$ cat src/rtl/fft_stream_framer_pkg.sv
// Shared types and constants for the FFT stream framer.
// Config words follow the core's FWD_INV bit encoding.
package fft_pkg;

    typedef enum logic [1:0] {
        CFG,
        RUN,
        WAIT_EMPTY
    } state_t;

    localparam logic [7:0] CFG_FWD = 8'h01;
    localparam logic [7:0] CFG_INV = 8'h00;

    function automatic int log2(input int n);
        int r;
        r = 0;
        for (int i = 0; i < 31; i++)
            if ((1 << i) < n) r = i + 1;
        return r;
    endfunction

endpackage

$ cat src/rtl/fft_stream_framer_if.sv
// Sample, config, data and event signals between framer and its peers.
// The master modport is the framer side.
interface fft_stream_framer_if #(
    parameter int DATA_W = 16,
    parameter int CNT_W  = 8
);
    logic                inverse;
    logic                in_valid;
    logic                in_ready;
    logic [DATA_W-1:0]   in_re;
    logic [DATA_W-1:0]   in_im;
    logic [7:0]          cfg_tdata;
    logic                cfg_tvalid;
    logic                cfg_tready;
    logic [2*DATA_W-1:0] dat_tdata;
    logic                dat_tvalid;
    logic                dat_tready;
    logic                dat_tlast;
    logic                ev_tlast_unexpected;
    logic                ev_tlast_missing;
    logic [CNT_W-1:0]    cnt_unexpected;
    logic [CNT_W-1:0]    cnt_missing;
    logic [15:0]         frame_count;
    logic                busy_cfg;

    modport master (
        input  inverse, in_valid, in_re, in_im,
        input  cfg_tready, dat_tready,
        input  ev_tlast_unexpected, ev_tlast_missing,
        output in_ready, cfg_tdata, cfg_tvalid,
        output dat_tdata, dat_tvalid, dat_tlast,
        output cnt_unexpected, cnt_missing,
        output frame_count, busy_cfg
    );

    modport slave (
        output inverse, in_valid, in_re, in_im,
        output cfg_tready, dat_tready,
        output ev_tlast_unexpected, ev_tlast_missing,
        input  in_ready, cfg_tdata, cfg_tvalid,
        input  dat_tdata, dat_tvalid, dat_tlast,
        input  cnt_unexpected, cnt_missing,
        input  frame_count, busy_cfg
    );
endinterface

$ cat src/rtl/fft_skid_buf.sv
// Two-entry valid/ready register slice; head entry drives the output,
// so data stays stable while the sink stalls.
module fft_skid_buf #(
    parameter int W = 32
) (
    input  logic         clk,
    input  logic         rst_n,
    input  logic         in_valid,
    output logic         in_ready,
    input  logic [W-1:0] in_data,
    output logic         out_valid,
    input  logic         out_ready,
    output logic [W-1:0] out_data,
    output logic         empty
);
    logic [W-1:0] head;
    logic [W-1:0] tail;
    logic [1:0]   occ;
    logic         push;
    logic         pop;

    assign in_ready  = occ != 2'd2;
    assign out_valid = occ != 2'd0;
    assign empty     = occ == 2'd0;
    assign out_data  = head;
    assign push      = in_valid & in_ready;
    assign pop       = out_valid & out_ready;

    always_ff @(posedge clk or negedge rst_n) begin
        if (!rst_n) begin
            head <= '0;
            tail <= '0;
            occ  <= 2'd0;
        end else begin
            unique case ({push, pop})
                2'b10: begin
                    if (occ == 2'd0) head <= in_data;
                    else             tail <= in_data;
                    occ <= occ + 2'd1;
                end
                2'b01: begin
                    head <= tail;
                    occ  <= occ - 2'd1;
                end
                2'b11: begin
                    if (occ == 2'd1) begin
                        head <= in_data;
                    end else begin
                        head <= tail;
                        tail <= in_data;
                    end
                end
                default: ;
            endcase
        end
    end
endmodule

$ cat src/rtl/fft_stream_framer.sv
// Feeds the FFT core: config word, buffered samples with frame tlast,
// boundary-only mode switching and saturating core event counters.
module fft_stream_framer
    import fft_pkg::*;
#(
    parameter int DATA_W    = 16,
    parameter int FRAME_LEN = 64,
    parameter int CNT_W     = 8
) (
    input logic              clock,
    input logic              fft_resetn,
    fft_stream_framer_if.master bus
);
    localparam int IDX_W = log2(FRAME_LEN);
    localparam logic [IDX_W-1:0] LAST = IDX_W'(FRAME_LEN - 1);

    state_t           state;
    state_t           state_nx;
    logic             started;
    logic             mode;
    logic [IDX_W-1:0] idx;
    logic [15:0]      frames;
    logic [CNT_W-1:0] cnt_u;
    logic [CNT_W-1:0] cnt_m;
    logic             in_rdy;
    logic             cfg_vld;
    logic             skid_ready;
    logic             skid_empty;
    logic             out_vld;
    logic             beat;
    logic             last_beat;
    logic             pending;
    logic             load_mode;

    fft_skid_buf #(.W(2 * DATA_W)) u_skid (
        .clk       (clock),
        .rst_n     (fft_resetn),
        .in_valid  (bus.in_valid & in_rdy),
        .in_ready  (skid_ready),
        .in_data   ({bus.in_im, bus.in_re}),
        .out_valid (out_vld),
        .out_ready (bus.dat_tready),
        .out_data  (bus.dat_tdata),
        .empty     (skid_empty)
    );

    assign pending   = bus.inverse != mode;
    assign beat      = out_vld & bus.dat_tready;
    assign last_beat = beat & (idx == LAST);

    always_comb begin
        state_nx = state;
        in_rdy   = 1'b0;
        cfg_vld  = 1'b0;
        unique case (state)
            CFG: begin
                cfg_vld = started;
                if (started && bus.cfg_tready) state_nx = RUN;
            end
            RUN: begin
                // Hold off next-frame samples so the buffer is empty at the switch.
                in_rdy = skid_ready & ~((idx == LAST) & pending);
                if (last_beat && pending) state_nx = WAIT_EMPTY;
            end
            WAIT_EMPTY: begin
                if (skid_empty) state_nx = CFG;
            end
            default: state_nx = CFG;
        endcase
    end

    assign load_mode = ~started | ((state == WAIT_EMPTY) & (state_nx == CFG));

    always_ff @(posedge clock or negedge fft_resetn) begin
        if (!fft_resetn) begin
            state   <= CFG;
            started <= 1'b0;
            mode    <= 1'b0;
            idx     <= '0;
            frames  <= 16'd0;
            cnt_u   <= '0;
            cnt_m   <= '0;
        end else begin
            state   <= state_nx;
            started <= 1'b1;
            if (load_mode) mode <= bus.inverse;
            if (beat) idx <= (idx == LAST) ? '0 : idx + IDX_W'(1);
            if (last_beat) frames <= frames + 16'd1;
            if (bus.ev_tlast_unexpected && cnt_u != '1)
                cnt_u <= cnt_u + CNT_W'(1);
            if (bus.ev_tlast_missing && cnt_m != '1)
                cnt_m <= cnt_m + CNT_W'(1);
        end
    end

    assign bus.in_ready       = in_rdy;
    assign bus.cfg_tvalid     = cfg_vld;
    assign bus.cfg_tdata      = mode ? CFG_INV : CFG_FWD;
    assign bus.dat_tvalid     = out_vld;
    assign bus.dat_tlast      = (idx == LAST) & out_vld;
    assign bus.cnt_unexpected = cnt_u;
    assign bus.cnt_missing    = cnt_m;
    assign bus.frame_count    = frames;
    assign bus.busy_cfg       = state == CFG;
endmodule

$ cat src/flat_wrapper.sv
// flat-port wrapper written by rule: the top's interface ports become plain ports
module fft_stream_framer_flat import fft_pkg::*;
#(
    parameter int DATA_W    = 16,
    parameter int FRAME_LEN = 64,
    parameter int CNT_W     = 8
)
  (clock, fft_resetn, bus_inverse, bus_in_valid, bus_in_re, bus_in_im, bus_cfg_tready, bus_dat_tready, bus_ev_tlast_unexpected, bus_ev_tlast_missing, bus_in_ready, bus_cfg_tdata, bus_cfg_tvalid, bus_dat_tdata, bus_dat_tvalid, bus_dat_tlast, bus_cnt_unexpected, bus_cnt_missing, bus_frame_count, bus_busy_cfg);
  fft_stream_framer_if #(.DATA_W(DATA_W), .CNT_W(CNT_W)) bus_i ();
  input logic clock;
  input logic fft_resetn;
  input wire logic [$bits(bus_i.inverse)-1:0] bus_inverse;
  input wire logic [$bits(bus_i.in_valid)-1:0] bus_in_valid;
  input wire logic [$bits(bus_i.in_re)-1:0] bus_in_re;
  input wire logic [$bits(bus_i.in_im)-1:0] bus_in_im;
  input wire logic [$bits(bus_i.cfg_tready)-1:0] bus_cfg_tready;
  input wire logic [$bits(bus_i.dat_tready)-1:0] bus_dat_tready;
  input wire logic [$bits(bus_i.ev_tlast_unexpected)-1:0] bus_ev_tlast_unexpected;
  input wire logic [$bits(bus_i.ev_tlast_missing)-1:0] bus_ev_tlast_missing;
  output wire logic [$bits(bus_i.in_ready)-1:0] bus_in_ready;
  output wire logic [$bits(bus_i.cfg_tdata)-1:0] bus_cfg_tdata;
  output wire logic [$bits(bus_i.cfg_tvalid)-1:0] bus_cfg_tvalid;
  output wire logic [$bits(bus_i.dat_tdata)-1:0] bus_dat_tdata;
  output wire logic [$bits(bus_i.dat_tvalid)-1:0] bus_dat_tvalid;
  output wire logic [$bits(bus_i.dat_tlast)-1:0] bus_dat_tlast;
  output wire logic [$bits(bus_i.cnt_unexpected)-1:0] bus_cnt_unexpected;
  output wire logic [$bits(bus_i.cnt_missing)-1:0] bus_cnt_missing;
  output wire logic [$bits(bus_i.frame_count)-1:0] bus_frame_count;
  output wire logic [$bits(bus_i.busy_cfg)-1:0] bus_busy_cfg;
  assign bus_i.inverse = bus_inverse;
  assign bus_i.in_valid = bus_in_valid;
  assign bus_i.in_re = bus_in_re;
  assign bus_i.in_im = bus_in_im;
  assign bus_i.cfg_tready = bus_cfg_tready;
  assign bus_i.dat_tready = bus_dat_tready;
  assign bus_i.ev_tlast_unexpected = bus_ev_tlast_unexpected;
  assign bus_i.ev_tlast_missing = bus_ev_tlast_missing;
  assign bus_in_ready = bus_i.in_ready;
  assign bus_cfg_tdata = bus_i.cfg_tdata;
  assign bus_cfg_tvalid = bus_i.cfg_tvalid;
  assign bus_dat_tdata = bus_i.dat_tdata;
  assign bus_dat_tvalid = bus_i.dat_tvalid;
  assign bus_dat_tlast = bus_i.dat_tlast;
  assign bus_cnt_unexpected = bus_i.cnt_unexpected;
  assign bus_cnt_missing = bus_i.cnt_missing;
  assign bus_frame_count = bus_i.frame_count;
  assign bus_busy_cfg = bus_i.busy_cfg;
  fft_stream_framer #(.DATA_W(DATA_W), .FRAME_LEN(FRAME_LEN), .CNT_W(CNT_W)) u_core (.clock(clock), .fft_resetn(fft_resetn), .bus(bus_i));
endmodule
$ cat config.mk
export PLATFORM = sky130hd
export DESIGN_NAME = fft_stream_framer_flat
export DESIGN_NICKNAME = d
export VERILOG_FILES = /design/src/rtl/fft_stream_framer_pkg.sv /design/src/rtl/fft_stream_framer_if.sv /design/src/rtl/fft_skid_buf.sv /design/src/rtl/fft_stream_framer.sv /design/src/flat_wrapper.sv
export SDC_FILE = /design/constraint.sdc
export NUM_CORES = 1
export LEC_CHECK = 0
export BUFFER_PORTS_ARGS = -buffer_cell sky130_fd_sc_hd__buf_4
export CORE_UTILIZATION = 49
export DETAILED_ROUTE_END_ITERATION = 8
export GPL_TIMING_DRIVEN = 0
export HOLD_SLACK_MARGIN = 0.03
export PLACE_DENSITY = 0.86
export REMOVE_ABC_BUFFERS = 1
export SLEW_MARGIN = 25
export SYNTH_ARGS = -nofsm -noshare
export SYNTH_HDL_FRONTEND = slang
export SYNTH_HIERARCHICAL = 1
export SYNTH_SLANG_ARGS = --single-unit
$ cat constraint.sdc
create_clock -name clock -period 2.4 [get_ports clock]
set_input_delay 0.48 -clock clock [delete_from_list [all_inputs] [get_ports clock]]
set_output_delay 0.48 -clock clock [all_outputs]
set_load 0.01 [all_outputs]
==> flow_summary.ini, run 1 <==
[critical_path]
path_max_fanout = 4
critical_path_class = flop to flop
crit_buf_inv = 5
crit_arrival_ns = 2.87
cp-end-kind = flop
cp_top_family = simple AND/OR/NAND/NOR gates
critPathRequiredTime_ns = 2.66
worst_path_largest_cell_delay_ns = 0.41
start_kind = flop
slowest_stage = dfrtp_1
r2r_setup_slack_ns = -0.21
worstPathCellList = inv_2 -> ha_4 -> inv_2 -> nand2_2 -> a311oi_2 -> and2_4 -> nand2b_4 -> inv_4 -> ha_4 -> nor2b_4 -> o21ai_4 -> buf_12 -> clkbuf_16 -> mux2_4

[min_path]
min_path_type = input port to async pin

[logic_synthesis]
synth_compound_area_frac = 0.138
ys_types = 42
synth_mux_area_frac = 0.0799
syn_avg_cell_area_um2 = 11.0
synth_seq_area_share = 0.515
ys_ff_latch = 108
synth_top_family_by_area = compound AO/OA/AOI/OAI gates
yosysWarnings = 6
yosys_most_used_dff = dfrtp_1
syn_inst = 478
synthSimpleGateAreaFrac = 0.130
netlist_area_um2 = 5240
synth-xor-area-share = 0.0501
synth_edf_count = 0
async_flop_share = 1.00
synth_adder_area_share = 0.0262

[power_and_ir_drop]
pwr_density_cell_nw_per_um2 = 1240
leakage_nw = 3.06
ir_worst_vdd_v = 0.000623
combPwrFrac = 0.493
p_clk_frac = 0.136
power_frac_seq = 0.371
power.internal_mw = 5.25
swShare = 0.373
p_sw_mw = 3.12

[global_route]
grt_max_degree = 109
grt_antenna_before_repair = 0
grt_pass1_wl_um = 20600
grt_pass1_vias = 4126
grtUsageTotal = 0.235
grt_overflow = 0

[drt]
vias_per_cell = 5.87
remaining_drc_errors = 0
wl_per_cell_um = 18.7
drt-initial-drc-count = 324
wl_um = 13600
dr.pass1.iters = 5
vias = 4286
drtAntennaViolNets = 0

[floorplan]
dieWidth_um = 105
rows = 37
initial_core_util = 0.506
core_um2 = 10400
io-pin-count = 117
fp.dieArea_um2 = 11100
chipHeight_um = 105

[sta]
worstMarginPinSlew_ns = 0.834
worst_slack_ns = -0.214
rsz0062_at_grt = yes
fin_worst_skew_ns = 0.0188
hold_violations = 0
min_period_ns = 2.61
finalSetupViolCount = 64
finalCritPeriodShare = 1.09
max_freq_ghz = 0.383
finalMaxSlewViolations = 0
slew_headroom = 0.444

[clocking]
cts_max_level = 3
clkTransAtPathRegs_ns = 0.12
clock_latency_ns = 0.38
cts_tree = yes
clockRootBuffer = clkbuf_8
clkSinkCount = 108
clock_path_buffers = 2
cts_buffers = 9
ctsHoldBuffers = 0

[cells_and_area]
area_delta_synth_final_pct = 29.2
final_cell_area_um2 = 6770
drive_gt1_frac = 0.359
fin_nets = 640
post-route-util = 0.653
n_antenna_cell = 0
final_cell_mix = 118 x buf_4, 108 x dfrtp_1, 39 x nor3_1
fin_cells = 730
layout_commonest_cell = buf_4

[place]
place.gp.congestion = 0.811
port_buffers = 109
placed_area_um2 = 6090
dpl.hpwl_um = 7630
placed_cells_incl_taps = 692

[job]
cap_viol_max_count = 0

[run_status]
outcome = finished with violations
violations = negative setup slack
[power by group through the flow]
stage               Combinational, mW  Clock, mW  Sequential (mW)
finish                           4.13       1.14             3.11
global route                     4.41       1.24             3.19
CTS                              3.89       1.16             3.07
detailed placement               3.19          0             3.11
global placement                 2.94          0             3.05
floorplan                        1.69          0             3.19
[sequential cells by signal, summed over array words and instances (netlist names)]
name and count:
u_core/state 2, u_core/u_skid/occ 2, u_core/bus.frame_count 16, u_core/started 1
u_core/bus.cnt_unexpected 8, u_core/bus.cnt_missing 8, u_core/mode 1, u_core/u_skid/out_data 32
u_core/idx 6, u_core/u_skid/tail 32
[kinds of logic (layout without fill, tap and decap cells)]
family,count (synthesis),in the layout
flops,108,108
xor+xnor,30,30
buf+inv,52,161
other cells,2,8
mux,37,37
simple gates,123,124
compound gates,115,115
fa+ha+maj,11,11
[worst paths after layout]
path | from | end | cells past startpoint
min in group clock | bus_in_re[3] | u_core/u_skid/tail[3] | 2
hold / removal | fft_resetn | u_core/u_skid/tail[18] | 1
max in group asynchronous | fft_resetn | u_core/bus.cnt_unexpected[2] | 1
setup reg to reg | u_core/u_skid/occ[0] | u_core/u_skid/tail[28] | 14
hold reg to reg | u_core/bus.frame_count[15] | u_core/bus.frame_count[15] | 1
setup / recovery | u_core/u_skid/occ[0] | u_core/u_skid/tail[28] | 14
[cells in the mapped netlist, types with 6 or more instances]
library cell | n | area (um^2)
nand3_1 | 6 | 30.0
buf_4 | 10 | 75.1
buf_6 | 8 | 90.1
nand2_1 | 27 | 101
o211ai_1 | 32 | 240
a31oi_1 | 34 | 213
mux2_2 | 35 | 394
and3_1 | 8 | 50.1
clkbuf_1 | 9 | 33.8
o21ai_0 | 34 | 170
ha_1 | 11 | 138
buf_2 | 13 | 65.1
nor3_1 | 39 | 195
inv_1 | 11 | 41.3
xor2_1 | 12 | 105
nor2_1 | 7 | 26.3
xnor2_1 | 18 | 158
nand4_1 | 11 | 68.8
dfrtp_1 | 108 | 2700
and2_1 | 6 | 37.5
[metal layers]
layer / global-route usage / wire length (um) / vias up
met1: 0.306 / 5570 / 2143
met3: 0.0284 / 766 / 29
li1: - / - / 1946
met2: 0.385 / 6870 / 168
met5: 0 / 0 / -
met4: 0.124 / 421 / 0
[per-stage QoR]
stage	TNS (ns)	power, mW	setup slack, ns	hold WS [ns]
global placement	-229.52	5.99	-3.99	0.464
CTS	-1.01	8.13	-0.102	0.260
floorplan	-110.12	4.88	-2.00	0.184
detailed placement	-103.57	6.30	-1.74	0.470
finish	-6.34	8.37	-0.214	0.193
global route	-14.16	8.84	-0.322	0.256
[layout make-up]
cell class                      count  area (um^2)
Clock buffer                       10          128
Clock inverter                      6         71.3
Fill cell                         784         3600
Inverter                           12         60.1
Multi-Input combinational cell    325         2460
Sequential cell                   108         2700
Tap cell                          136          170
Timing Repair Buffer              133         1180
[repair_timing]
item	CTS	global route
cloned	4	2
endpoints found under the setup margin	66	64
buffers inserted	16	6
pin swaps	3	22
gates resized for setup	39	23
Power figures use the tool's default switching activity.
==> run 2: changes to the inputs <==
- PLACE_DENSITY: 0.86 -> 0.83
- clock period: 2.4 -> 2.44 ns (I/O delays scaled with it)
==> run 2 against run 1 <==
The flow still finishes with violations (negative setup slack). Flip-flop and latch count is the same. Non-clock buffer count is 2 higher. Routed wire length shrank 3.6%. Combinational power down 6.8%. Core utilization fell by 0.40 points. Worst setup slack better by 0.14 ns. Sequential share of layout area is 0.24 points higher. Worst hold slack improved by 0.0014 ns. Clock skew down 0.0077 ns. Final cell count increased by 0.27%. Clock-buffer cell count grew 1. Critical path depth shrank 1. Critical path type unchanged. Highest routed layer unchanged.
==> flow_summary.ini, run 2 (synthesis results as in run 1) <==
[power_and_ir_drop]
combPwrFrac = 0.478
leakage_nw = 2.98
p_clk_frac = 0.146
pwr_density_cell_nw_per_um2 = 1200
swShare = 0.370
power_frac_seq = 0.376
ir_worst_vdd_v = 0.000579
p_sw_mw = 2.98
power.internal_mw = 5.08

[cells_and_area]
final_cell_mix = 121 x buf_4, 108 x dfrtp_1, 39 x nor3_1
area_delta_synth_final_pct = 28.4
layout_commonest_cell = buf_4
n_antenna_cell = 0
n_fill_cell = 815
fin_cells = 732
fin_nets = 642
drive_gt1_frac = 0.361
post-route-util = 0.649

[clocking]
ctsHoldBuffers = 0
cts_max_level = 3
clockRootBuffer = clkbuf_8
clkTransAtPathRegs_ns = 0.11
cts_tree = yes
clock_path_buffers = 2
clkSinkCount = 108
clock_latency_ns = 0.37
cts_buffers = 9

[drt]
vias_per_cell = 5.88
wl_per_cell_um = 17.9
dr.pass1.iters = 5
remaining_drc_errors = 0
drtAntennaViolNets = 0
vias = 4305
drt-initial-drc-count = 287
wl_um = 13100

[global_route]
grt_max_degree = 109
grtUsageTotal = 0.239
grt_pass1_vias = 4365
grt_pass1_wl_um = 21200
grt_antenna_before_repair = 0
grt_overflow = 0

[min_path]
min_path_type = input port to async pin

[run_status]
violations = negative setup slack
outcome = finished with violations

[sta]
worstMarginPinSlew_ns = 0.845
finalSetupViolCount = 32
finalCritPeriodShare = 1.03
hold_violations = 0
fin_worst_skew_ns = 0.0111
slew_headroom = 0.437
max_freq_ghz = 0.399
min_period_ns = 2.51
worst_slack_ns = -0.0693
rsz0062_at_grt = yes
finalMaxSlewViolations = 0

[floorplan]
core_um2 = 10400
fp.dieArea_um2 = 11100
io-pin-count = 117
chipHeight_um = 105
dieWidth_um = 105
initial_core_util = 0.506
rows = 37

[place]
placed_cells_incl_taps = 692
place.gp.congestion = 0.796
port_buffers = 109
dpl.hpwl_um = 7650

[critical_path]
crit_arrival_ns = 2.76
critical_path_class = flop to flop
cp-end-kind = flop
critPathRequiredTime_ns = 2.69
start_kind = flop
path_max_fanout = 5

[job]
cap_viol_max_count = 0
-- run 2: cell types whose count changed in the layout (fill, tap and decap cells not counted), sizes merged --
cell | before | now
clkinvlp | 1 | 0
clkbuf | 13 | 16
-- run 2: path summary, 6_finish.rpt --
| check | start | end | slack (ns) | cells after the start |
|---|---|---|---|---|
| min in group clock | bus_in_re[7] | u_core/u_skid/tail[7] | 0.34 | 2 |
| worst min-delay path | fft_resetn | u_core/u_skid/out_data[16] | 0.19 | 1 |
| worst max register to register | u_core/u_skid/occ[1] | u_core/u_skid/tail[29] | -0.07 | 13 |
| worst max-delay path | u_core/u_skid/occ[1] | u_core/u_skid/tail[29] | -0.07 | 13 |
| max in group asynchronous | fft_resetn | u_core/u_skid/tail[12] | 1.66 | 1 |
| worst min register to register | u_core/bus.frame_count[15] | u_core/bus.frame_count[15] | 0.48 | 1 |
-- run 2: per-stage QoR --
step	area [um^2]	setup slack [ns]	hold slack [ns]	TNS, ns	power (mW)
3_5_place_dp	6100	-1.61	0.472	-93.62	6.20
3_3_place_gp	5990	-3.82	0.463	-218.68	5.88
2_1_floorplan	5000	-1.96	0.192	-107.48	4.80
6_report	6730	-0.0693	0.195	-1.33	8.05
5_1_grt	6730	-0.163	0.276	-5.95	8.54
4_1_cts	6590	-0.0189	0.281	-0.201	7.82
-- run 2: layout make-up --
type,instances,area [um^2],area share
clock buffer,11,151,0.0225
clock inverter,5,67.6,0.0100
inverter,12,60.1,0.00892
multi-input combinational,325,2380,0.354
sequential,108,2700,0.401
tap,136,170,0.0253
timing repair buffer,135,1200,0.178
-- run 2: timing repair --
action	in CTS	in global routing
pin swaps	3	16
resized for setup	26	9
setup endpoints to repair	66	65
gates cloned	2	5
setup buffers	15	3
-- run 2: layer usage --
metal / GRT usage / share of wire / routed length, um / up-vias
met5: 0 / 0 / 0 / -
met4: 0.121 / 0.039 / 516 / 0
met1: 0.309 / 0.41 / 5410 / 2139
met2: 0.394 / 0.50 / 6560 / 164
met3: 0.0346 / 0.050 / 655 / 43
li1: - / - / - / 1959
-- run 2: worst max-delay path: stages (launching register included) --
cell and delay (ns):
dfrtp_1 0.44, ha_4 0.19, inv_2 0.05, nand2_2 0.04
a311oi_2 0.26, and2_4 0.23, nand2b_4 0.07, inv_4 0.08
ha_4 0.16, nor2b_4 0.19, o21ai_4 0.08, buf_12 0.15
clkbuf_16 0.15, mux2_4 0.30
-- run 2: power groups by stage --
stage	Combinational, mW	Clock, mW	Sequential (mW)
6_report	3.85	1.17	3.03
5_1_grt	4.15	1.28	3.11
4_1_cts	3.61	1.20	3.01
3_5_place_dp	3.14	0	3.06
3_3_place_gp	2.88	0	3.00
2_1_floorplan	1.66	0	3.14
